File: src/rtl/gpi_scan_pkg.sv
// gpi_scan_pkg: register map offsets, field positions and the debounce state
// type shared by the GPI scan controller and its per-channel debounce FSM.
package gpi_scan_pkg;

    // Register index = PADDR[4:2]
    localparam logic [2:0] REG_CR  = 3'd0;
    localparam logic [2:0] REG_PSC = 3'd1;
    localparam logic [2:0] REG_DBC = 3'd2;
    localparam logic [2:0] REG_IDR = 3'd3;
    localparam logic [2:0] REG_IER = 3'd4;
    localparam logic [2:0] REG_ISR = 3'd5;

    localparam int CR_SMP_BIT   = 16;
    localparam int ISR_RISE_LSB = 0;
    localparam int ISR_FALL_LSB = 16;

    typedef enum logic {
        DB_STABLE   = 1'b0,
        DB_CHANGING = 1'b1
    } db_state_e;

endpackage

File: src/rtl/gpi_debounce_ch.sv
// gpi_debounce_ch: debounce FSM for one synchronised GPI channel.
// Ports: PCLK, PRESET (async, active-high); sync_in (2-flop synced pin),
//   tick (sample strobe), en (channel enable), dbc (debounce count);
//   stable (debounced value), rise/fall (one-cycle commit pulses).
// Used by gpi_scan_ctrl; rise/fall are consumed only when GPI_EDGE_IRQ_EN is defined.
module gpi_debounce_ch
    import gpi_scan_pkg::*;
#(
    parameter int DB_W = 4
) (
    input  logic            PCLK,
    input  logic            PRESET,
    input  logic            sync_in,
    input  logic            tick,
    input  logic            en,
    input  logic [DB_W-1:0] dbc,
    output logic            stable,
    output logic            rise,
    output logic            fall
);

    db_state_e       state, state_nx;
    logic [DB_W-1:0] dcnt, dcnt_nx;
    logic            stable_nx;
    logic            mismatch;
    logic            commit;

    assign mismatch = sync_in != stable;

    always_ff @(posedge PCLK or posedge PRESET) begin
        if (PRESET) begin
            state  <= DB_STABLE;
            dcnt   <= '0;
            stable <= 1'b0;
        end else begin
            state  <= state_nx;
            dcnt   <= dcnt_nx;
            stable <= stable_nx;
        end
    end

    always_comb begin
        state_nx  = state;
        dcnt_nx   = dcnt;
        stable_nx = stable;
        if (!en) begin
            // Disabled channel follows the pin so enabling it never fires an edge
            state_nx  = DB_STABLE;
            dcnt_nx   = '0;
            stable_nx = sync_in;
        end else if (commit) begin
            state_nx  = DB_STABLE;
            stable_nx = sync_in;
        end else if (tick) begin
            unique case (state)
                DB_STABLE: begin
                    if (mismatch) begin
                        state_nx = DB_CHANGING;
                        dcnt_nx  = DB_W'(1);
                    end
                end
                DB_CHANGING: begin
                    if (!mismatch)
                        state_nx = DB_STABLE;
                    else
                        dcnt_nx = dcnt + DB_W'(1);
                end
                default: ;
            endcase
        end
    end

    // >= so a DBC lowered mid-debounce commits on the next mismatching tick
    always_comb begin
        commit = 1'b0;
        if (en && tick && mismatch) begin
            unique case (state)
                DB_STABLE:   commit = dbc == '0;
                DB_CHANGING: commit = dcnt >= dbc;
                default:     commit = 1'b0;
            endcase
        end
        rise = commit && sync_in;
        fall = commit && !sync_in;
    end

endmodule

File: src/rtl/gpi_scan_ctrl.sv
// gpi_scan_ctrl: APB slave sampling GPI pins through a 2-flop sync, a prescaled
// tick and per-channel debounce; optional edge IRQ when GPI_EDGE_IRQ_EN is defined.
// Ports: PCLK, PRESET (async, active-high), APB (PADDR/PWRITE/PENABLE/PWDATA/
//   PSEL in, PRDATA/PREADY out, registered), gpi (async pins), irq (level, registered).
module gpi_scan_ctrl
    import gpi_scan_pkg::*;
#(
    parameter int NCH   = 8,
    parameter int PSC_W = 16,
    parameter int DB_W  = 4
) (
    input  logic           PCLK,
    input  logic           PRESET,
    input  logic [4:0]     PADDR,
    input  logic           PWRITE,
    input  logic           PENABLE,
    input  logic [31:0]    PWDATA,
    input  logic           PSEL,
    output logic [31:0]    PRDATA,
    output logic           PREADY,
    input  logic [NCH-1:0] gpi,
    output logic           irq
);

    logic             acc, wr_en, psc_wr, tick;
    logic [2:0]       reg_sel;
    logic [31:0]      rd_data;
    logic [NCH-1:0]   cr_en;
    logic             cr_smp;
    logic [PSC_W-1:0] psc, cnt;
    logic [DB_W-1:0]  dbc;
    logic [NCH-1:0]   sync1, sync2;
    logic [NCH-1:0]   stable_v, rise_v, fall_v;

    // One wait state: access completes on the edge after PENABLE rises
    assign acc     = PSEL && PENABLE && !PREADY;
    assign wr_en   = acc && PWRITE;
    assign reg_sel = PADDR[4:2];
    assign psc_wr  = wr_en && reg_sel == REG_PSC;
    assign tick    = cr_smp && cnt == psc;

    always_ff @(posedge PCLK or posedge PRESET) begin
        if (PRESET) begin
            PREADY <= 1'b0;
            PRDATA <= '0;
            cr_en  <= '0;
            cr_smp <= 1'b0;
            psc    <= '0;
            dbc    <= '0;
        end else begin
            PREADY <= acc;
            if (acc && !PWRITE)
                PRDATA <= rd_data;
            if (wr_en) begin
                case (reg_sel)
                    REG_CR: begin
                        cr_en  <= PWDATA[NCH-1:0];
                        cr_smp <= PWDATA[CR_SMP_BIT];
                    end
                    REG_PSC: psc <= PWDATA[PSC_W-1:0];
                    REG_DBC: dbc <= PWDATA[DB_W-1:0];
                    default: ;
                endcase
            end
        end
    end

    always_ff @(posedge PCLK or posedge PRESET) begin
        if (PRESET)
            cnt <= '0;
        else if (!cr_smp || psc_wr || cnt == psc)
            cnt <= '0;
        else
            cnt <= cnt + PSC_W'(1);
    end

    always_ff @(posedge PCLK or posedge PRESET) begin
        if (PRESET) begin
            sync1 <= '0;
            sync2 <= '0;
        end else begin
            sync1 <= gpi;
            sync2 <= sync1;
        end
    end

    for (genvar i = 0; i < NCH; i++) begin : g_ch
        gpi_debounce_ch #(
            .DB_W(DB_W)
        ) u_ch (
            .PCLK   (PCLK),
            .PRESET (PRESET),
            .sync_in(sync2[i]),
            .tick   (tick),
            .en     (cr_en[i]),
            .dbc    (dbc),
            .stable (stable_v[i]),
            .rise   (rise_v[i]),
            .fall   (fall_v[i])
        );
    end

`ifdef GPI_EDGE_IRQ_EN
    logic [NCH-1:0] ier_r, ier_f, isr_r, isr_f;
    logic [NCH-1:0] w1c_r, w1c_f;
    logic           isr_wr;

    assign isr_wr = wr_en && reg_sel == REG_ISR;
    assign w1c_r  = isr_wr ? PWDATA[ISR_RISE_LSB +: NCH] : '0;
    assign w1c_f  = isr_wr ? PWDATA[ISR_FALL_LSB +: NCH] : '0;

    // Set has priority over a same-cycle write-1-to-clear
    always_ff @(posedge PCLK or posedge PRESET) begin
        if (PRESET) begin
            ier_r <= '0;
            ier_f <= '0;
            isr_r <= '0;
            isr_f <= '0;
            irq   <= 1'b0;
        end else begin
            if (wr_en && reg_sel == REG_IER) begin
                ier_r <= PWDATA[ISR_RISE_LSB +: NCH];
                ier_f <= PWDATA[ISR_FALL_LSB +: NCH];
            end
            isr_r <= (isr_r & ~w1c_r) | rise_v;
            isr_f <= (isr_f & ~w1c_f) | fall_v;
            irq   <= |{isr_r & ier_r, isr_f & ier_f};
        end
    end

    logic unused_bits;
    assign unused_bits = ^{PADDR[1:0], PWDATA};
`else
    assign irq = 1'b0;

    logic unused_bits;
    assign unused_bits = ^{PADDR[1:0], PWDATA, rise_v, fall_v};
`endif

    always_comb begin
        rd_data = '0;
        case (reg_sel)
            REG_CR: begin
                rd_data[NCH-1:0]  = cr_en;
                rd_data[CR_SMP_BIT] = cr_smp;
            end
            REG_PSC: rd_data[PSC_W-1:0] = psc;
            REG_DBC: rd_data[DB_W-1:0]  = dbc;
            REG_IDR: rd_data[NCH-1:0]   = stable_v & cr_en;
`ifdef GPI_EDGE_IRQ_EN
            REG_IER: begin
                rd_data[ISR_RISE_LSB +: NCH] = ier_r;
                rd_data[ISR_FALL_LSB +: NCH] = ier_f;
            end
            REG_ISR: begin
                rd_data[ISR_RISE_LSB +: NCH] = isr_r;
                rd_data[ISR_FALL_LSB +: NCH] = isr_f;
            end
`endif
            default: ;
        endcase
    end

endmodule

File: config.mk
export PLATFORM = sky130hd
export DESIGN_NAME = gpi_scan_ctrl
export DESIGN_NICKNAME = d
export VERILOG_FILES = /design/src/rtl/gpi_scan_pkg.sv /design/src/rtl/gpi_debounce_ch.sv /design/src/rtl/gpi_scan_ctrl.sv
export SDC_FILE = /design/constraint.sdc
export NUM_CORES = 1
export LEC_CHECK = 0
export CORE_AREA = 2 2 180 182
export CTS_CLUSTER_SIZE = 8
export DETAILED_ROUTE_END_ITERATION = 16
export DIE_AREA = 0 0 182 184
export GPL_TIMING_DRIVEN = 1
export HOLD_SLACK_MARGIN = 0.1
export PLACE_DENSITY = 0.4
export SYNTH_ARGS = -nofsm -noshare
export SYNTH_HDL_FRONTEND = slang
export SYNTH_HIERARCHICAL = 1
export SYNTH_SLANG_ARGS = --single-unit
File: constraint.sdc
create_clock -name PCLK -period 4.9 [get_ports PCLK]
set_clock_uncertainty 0.2 [all_clocks]
set_input_delay 0.49 -clock PCLK [delete_from_list [all_inputs] [get_ports PCLK]]
set_output_delay 0.49 -clock PCLK [all_outputs]
set_load 0.005 [all_outputs]
Word level (Yosys, flattened, before mapping)
Cells that the tools add are included.

Register bits: 127. Bits of input ports: 50. Output and inout bits: 34. Logic and storage cells: 276.

Add/subtract/negate cells: 9. Order comparisons: 8. Equality and inequality tests: 60. Multiplexer cells: 117. Bitwise operators: 9. Reduce and logical (&&, ||, !) cells: 40.

Operators with widths (number): $mux W4 (40); $pmux W4 S2 (8); $mux W1 (57); $add A4 B1 Y4 const B (8); $ge A4 B4 Y1 (8); $ne A2 B1 Y1 const B (16); $reduce_and A4 Y1 (8); $ne A3 B1 Y1 const B (8); $ne A3 B2 Y1 const B (8); $ne A3 B3 Y1 const B (8); $logic_and A1 B1 Y1 (22); $add A16 B1 Y16 const B (1); $eq A16 B16 Y1 (1); $mux W16 (1); $ne A2 B2 Y1 const B (8); $pmux W1 S2 (8); $pmux W4 S4 (1); $pmux W4 S3 (1); $and A8 B8 Y8 (1); $mux W8 (1); $ne A1 B1 Y1 (8); $not A1 Y1 (8); $eq A3 B2 Y1 const B (2); $reduce_and A2 Y1 (3); 5 further kinds (8).

Longest topological paths before layout
Depth after elaboration: 7. Mapped depth: 8. Mapped depth without buffers: 7.

Hierarchy
The synthesis kept the hierarchy.

Modules (own cells, without submodules): gpi_debounce_ch (instances 8, cells each 64, area each 539.3 um2, seq. area each 150.1 um2); gpi_scan_ctrl (instances 1, cells each 289, area each 3477.1 um2, seq. area each 1976.9 um2).

Worst setup path after synthesis
No wires, ideal clock.

Kind: reg2reg. Start point: register cnt[2]. End point: register g_ch[0].u_ch.stable. Setup time: 0.128 ns. Arrival: 2.461 ns. Data required time: 4.572 ns. Setup slack: 2.111 ns. Cell stages (with the launch flop): 8. Path buffers: 0. Clock period less this slack: 2.789 ns. Path through: dfrtp_1 > xnor2_1 > nand4_1 > nor4_4 > and2_1 > inv_1 > o41ai_1 > mux2_1.

Word-level cells in the longest chain between the ends: 6.

Ends and longest elaborated chain: start, declared (RTL line gpi_scan_ctrl.sv:30) `logic [PSC_W-1:0] psc, cnt;`; start signal, assigned (RTL line gpi_scan_ctrl.sv:74) `cnt <= cnt + PSC_W'(1);`; $eq A16 B16 Y1 (RTL line gpi_scan_ctrl.sv:40) `assign tick = cr_smp && cnt == psc;`; $logic_and A1 B1 Y1 (RTL line gpi_scan_ctrl.sv:40); via tick (RTL line gpi_scan_ctrl.sv:25) `logic acc, wr_en, psc_wr, tick;`; $logic_and A1 B1 Y1 (2 in a row) (RTL line gpi_debounce_ch.sv:76) `if (en && tick && mismatch) begin`; $mux W1 (RTL line gpi_debounce_ch.sv:76); $ne A2 B1 Y1 (no line); end signal, assigned (RTL line gpi_debounce_ch.sv:38) `stable <= stable_nx;`; end, declared (RTL line gpi_debounce_ch.sv:17) `output logic stable,`.

The timed path passes the listed nets, and every way through them passes these cells. A chain may end at the register's enable or synchronous reset.

Final worst setup path
Start point: register cnt[3]. End point: register g_ch[7].u_ch.stable.

Word-level cells in the longest chain between the ends: 6.

Ends and longest elaborated chain (RTL line): $eq A16 B16 Y1 (gpi_scan_ctrl.sv:40); $logic_and A1 B1 Y1 (gpi_scan_ctrl.sv:40); via tick (gpi_scan_ctrl.sv:25); $logic_and A1 B1 Y1 (2 in a row) (gpi_debounce_ch.sv:76); $mux W1 (gpi_debounce_ch.sv:76); $ne A2 B1 Y1 (no line); end signal, assigned (gpi_debounce_ch.sv:38); end, declared (gpi_debounce_ch.sv:17).

The timed path passes the listed nets, and every way through them passes these cells.

==> flow_summary_export.csv <==
group,metric,value,unit
finish,nets,917,
worst_setup_path,slowest_stage,"and2_1",
placement,port_buffers,50,
synth,yosys_warnings,6,
drt,drtIter0Drc,357,
pwr,p_clk_share,43.0,%
grt,antenna_found_initial,0,
sta,min_period,3.217,ns
clock_network,postCtsSetupBuffers,0,
clock_network,ctsHtreeMaxLevel,4,
finish,final_cell_area,9153,um2
worst_setup_path,crit_path_cell_trace,"xnor2_1, nand4_1, nor4_4, and2_1, buf_4, inv_1, o41ai_1, mux2_1",
synth,synth.avg_cell_area,9.886,um2
finish,syn2layout_area_growth,19.16,%
drt,wire_per_inst,16.75,um
pwr,p_per_area,328.0,nW/um2
pwr,total_leakage_power,3.602,nW
floorplanning,initial_core_util,24.47,%
sta,max-slew-margin-rel,33.37,%
worst_setup_path,critical_path.max_stage_delay,0.61,ns
clock_network,post_cts_resized,0,
worst_setup_path,crit_arrival,3.32,ns
worst_setup_path,path_class,"register to register",
grt,grt_usage,12.98,%
worst_setup_path,cp.depth,8,
drt,viasPerCell,4.779,
floorplanning,coreArea,31390,um2
sta,rsz0062_at_grt,"no",
floorplanning,core.rowCount,65,
hold_path,hold_class,"register to register",
worst_setup_path,critPathCaptureType,"register",
worst_setup_path,r2r_cells,8,
clock_network,insertion_delay,0.42,ns
hold_path,min_path_cells,0,
sta,tightest_slew,0.9994,ns
placement,place_congestion,0.7306,
clock_network,cts_max_path_buffers,2,
worst_setup_path,cp_max_fo,13,
worst_setup_path,startpoint_type,"register",
drt,antenna_left,0,
placement,place_inst,1209,
sta,finalSetupTns,0,ns
placement,dpl-instance-area,8564,um2
pwr,ir_worst_vdd,212.5,uV
drt,finalWirelength,20790,um
drt,vias,5931,
synth,syn_inst,777,
sta,max_freq,310.9,MHz
clock_network,postCtsHoldBufs,0,
worst_setup_path,cp_top_family,"simple AND/OR/NAND/NOR gates",
run_status,status,"completed",
sta,setup_viol,0,
clock_network,path_clk_slew,0.06,ns
drt,drc,0,
pwr,switchingPower,915.4,uW
grt,grt_pass1_wl,33950,um
grt,grt-ovfl-total,0,
finish,diodes,0,
clock_network,cts_inserted_buffers,17,
synth,syn_area,7681,um2
sta,slew_violations,0,
worst_setup_path,path_buf_inv,2,
pwr,swShare,30.50,%
pwr,total_power,3.002,mW
pwr,power.internal,2.086,mW
grt,grt_pass1_vias,6003,
clock_network,clkSinkCount,127,
clock_network,clock-root-buffer,"clkbuf_16",
worst_setup_path,cp.required,5.00,ns
pwr,p_seq_share,42.9,%
clock_network,cts_tree,"built",
grt,grt_start_max_net_pins,70,
pwr,comb_power_share,14.1,%
run,maxCapViolCount,0,
floorplanning,die_x,182,um
sta,timing_hold_violations_final,0,
floorplanning,dieArea,33490,um2
sta,hold_ws,0.1459,ns
finish,drive_gt1_share,12.51,%
drt,drtPass1Iterations,7,
sta,fin_crit_sh,65.65,%
floorplanning,ios,84,
finish,num-fill-cells,3292,
finish,final_cells,1241,
floorplanning,die_h,184,um
placement,dp_hpwl,14360,um
registers in the layout, indices dropped and copies added, names as in the netlist:
register	flops
sync1	8
cr_en	8
PREADY	1
dbc	4
psc	16
cnt	16
PRDATA	17
g_ch.u_ch/state	8
g_ch.u_ch/stable	8
cr_smp	1
sync2	8
g_ch.u_ch/dcnt	32
final timing paths:
kind,start,to,slack [ns]
worst max-delay path,cnt[3],g_ch[7].u_ch/stable,1.68
worst min-delay path,sync1[0],sync2[0],0.15
worst max register to register,cnt[3],g_ch[7].u_ch/stable,1.68
worst min register to register,sync1[0],sync2[0],0.15
max in group asynchronous,PRESET,psc[11],3.30
min in group asynchronous,PRESET,g_ch[2].u_ch/stable,0.29
routing by layer:
metal  GRT usage (%)  vias to the layer above  part of all wire (%)
li1                -                     2911                     -
met1           17.46                     2897                    49
met2           21.22                      115                    47
met3           3.229                        8                   4.0
met4           2.516                        0                  0.59
met5               0                        -                     0
area by class of cell:
type / count / area, um2 / area share, %
Timing Repair Buffer: 57 / 553.0 / 6.042
Clock inverter: 14 / 158.9 / 1.736
Sequential cell: 127 / 3178 / 34.72
Tap cell: 402 / 503.0 / 5.496
Inverter: 62 / 235.2 / 2.570
Multi-Input combinational cell: 561 / 4095 / 44.74
Clock buffer: 18 / 429.2 / 4.689
power by group through the flow:
stage,Clock (mW),Sequential [mW],Combinational [mW]
global route,1.38,1.31,0.484
CTS,1.33,1.29,0.432
finish,1.29,1.29,0.422
detailed placement,0,1.31,0.428
floorplan,0,1.22,0.340
global placement,0,1.31,0.428
cell usage in the layout, fill, tap and decap left out, types with 9 or more instances in the layout:
master             n
dfrtp_1          127
nand2_1           76
inv_1             61
nand3_1           53
clkdlybuf4s50_1   50
ha_1              41
o21ai_0           33
mux2_2            29
nor3_1            27
xnor2_1           26
nor2_1            26
o211ai_1          24
clkbuf_16         17
conb_1            16
nand4_1           13
and2_1            11
nand2b_1          10
nor4_1            10
or3_1             10
xor2_1            10
o41ai_1           10
and3_1             9
nor3b_1            9
through the flow:
stage	worst slack, ns	util [%]
2_1_floorplan	2.111	-
3_3_place_gp	1.658	27.28
3_5_place_dp	1.658	27.28
4_1_cts	1.640	29.15
5_1_grt	1.451	29.15
6_report	1.683	29.15
(Power assumes the default switching activity.)
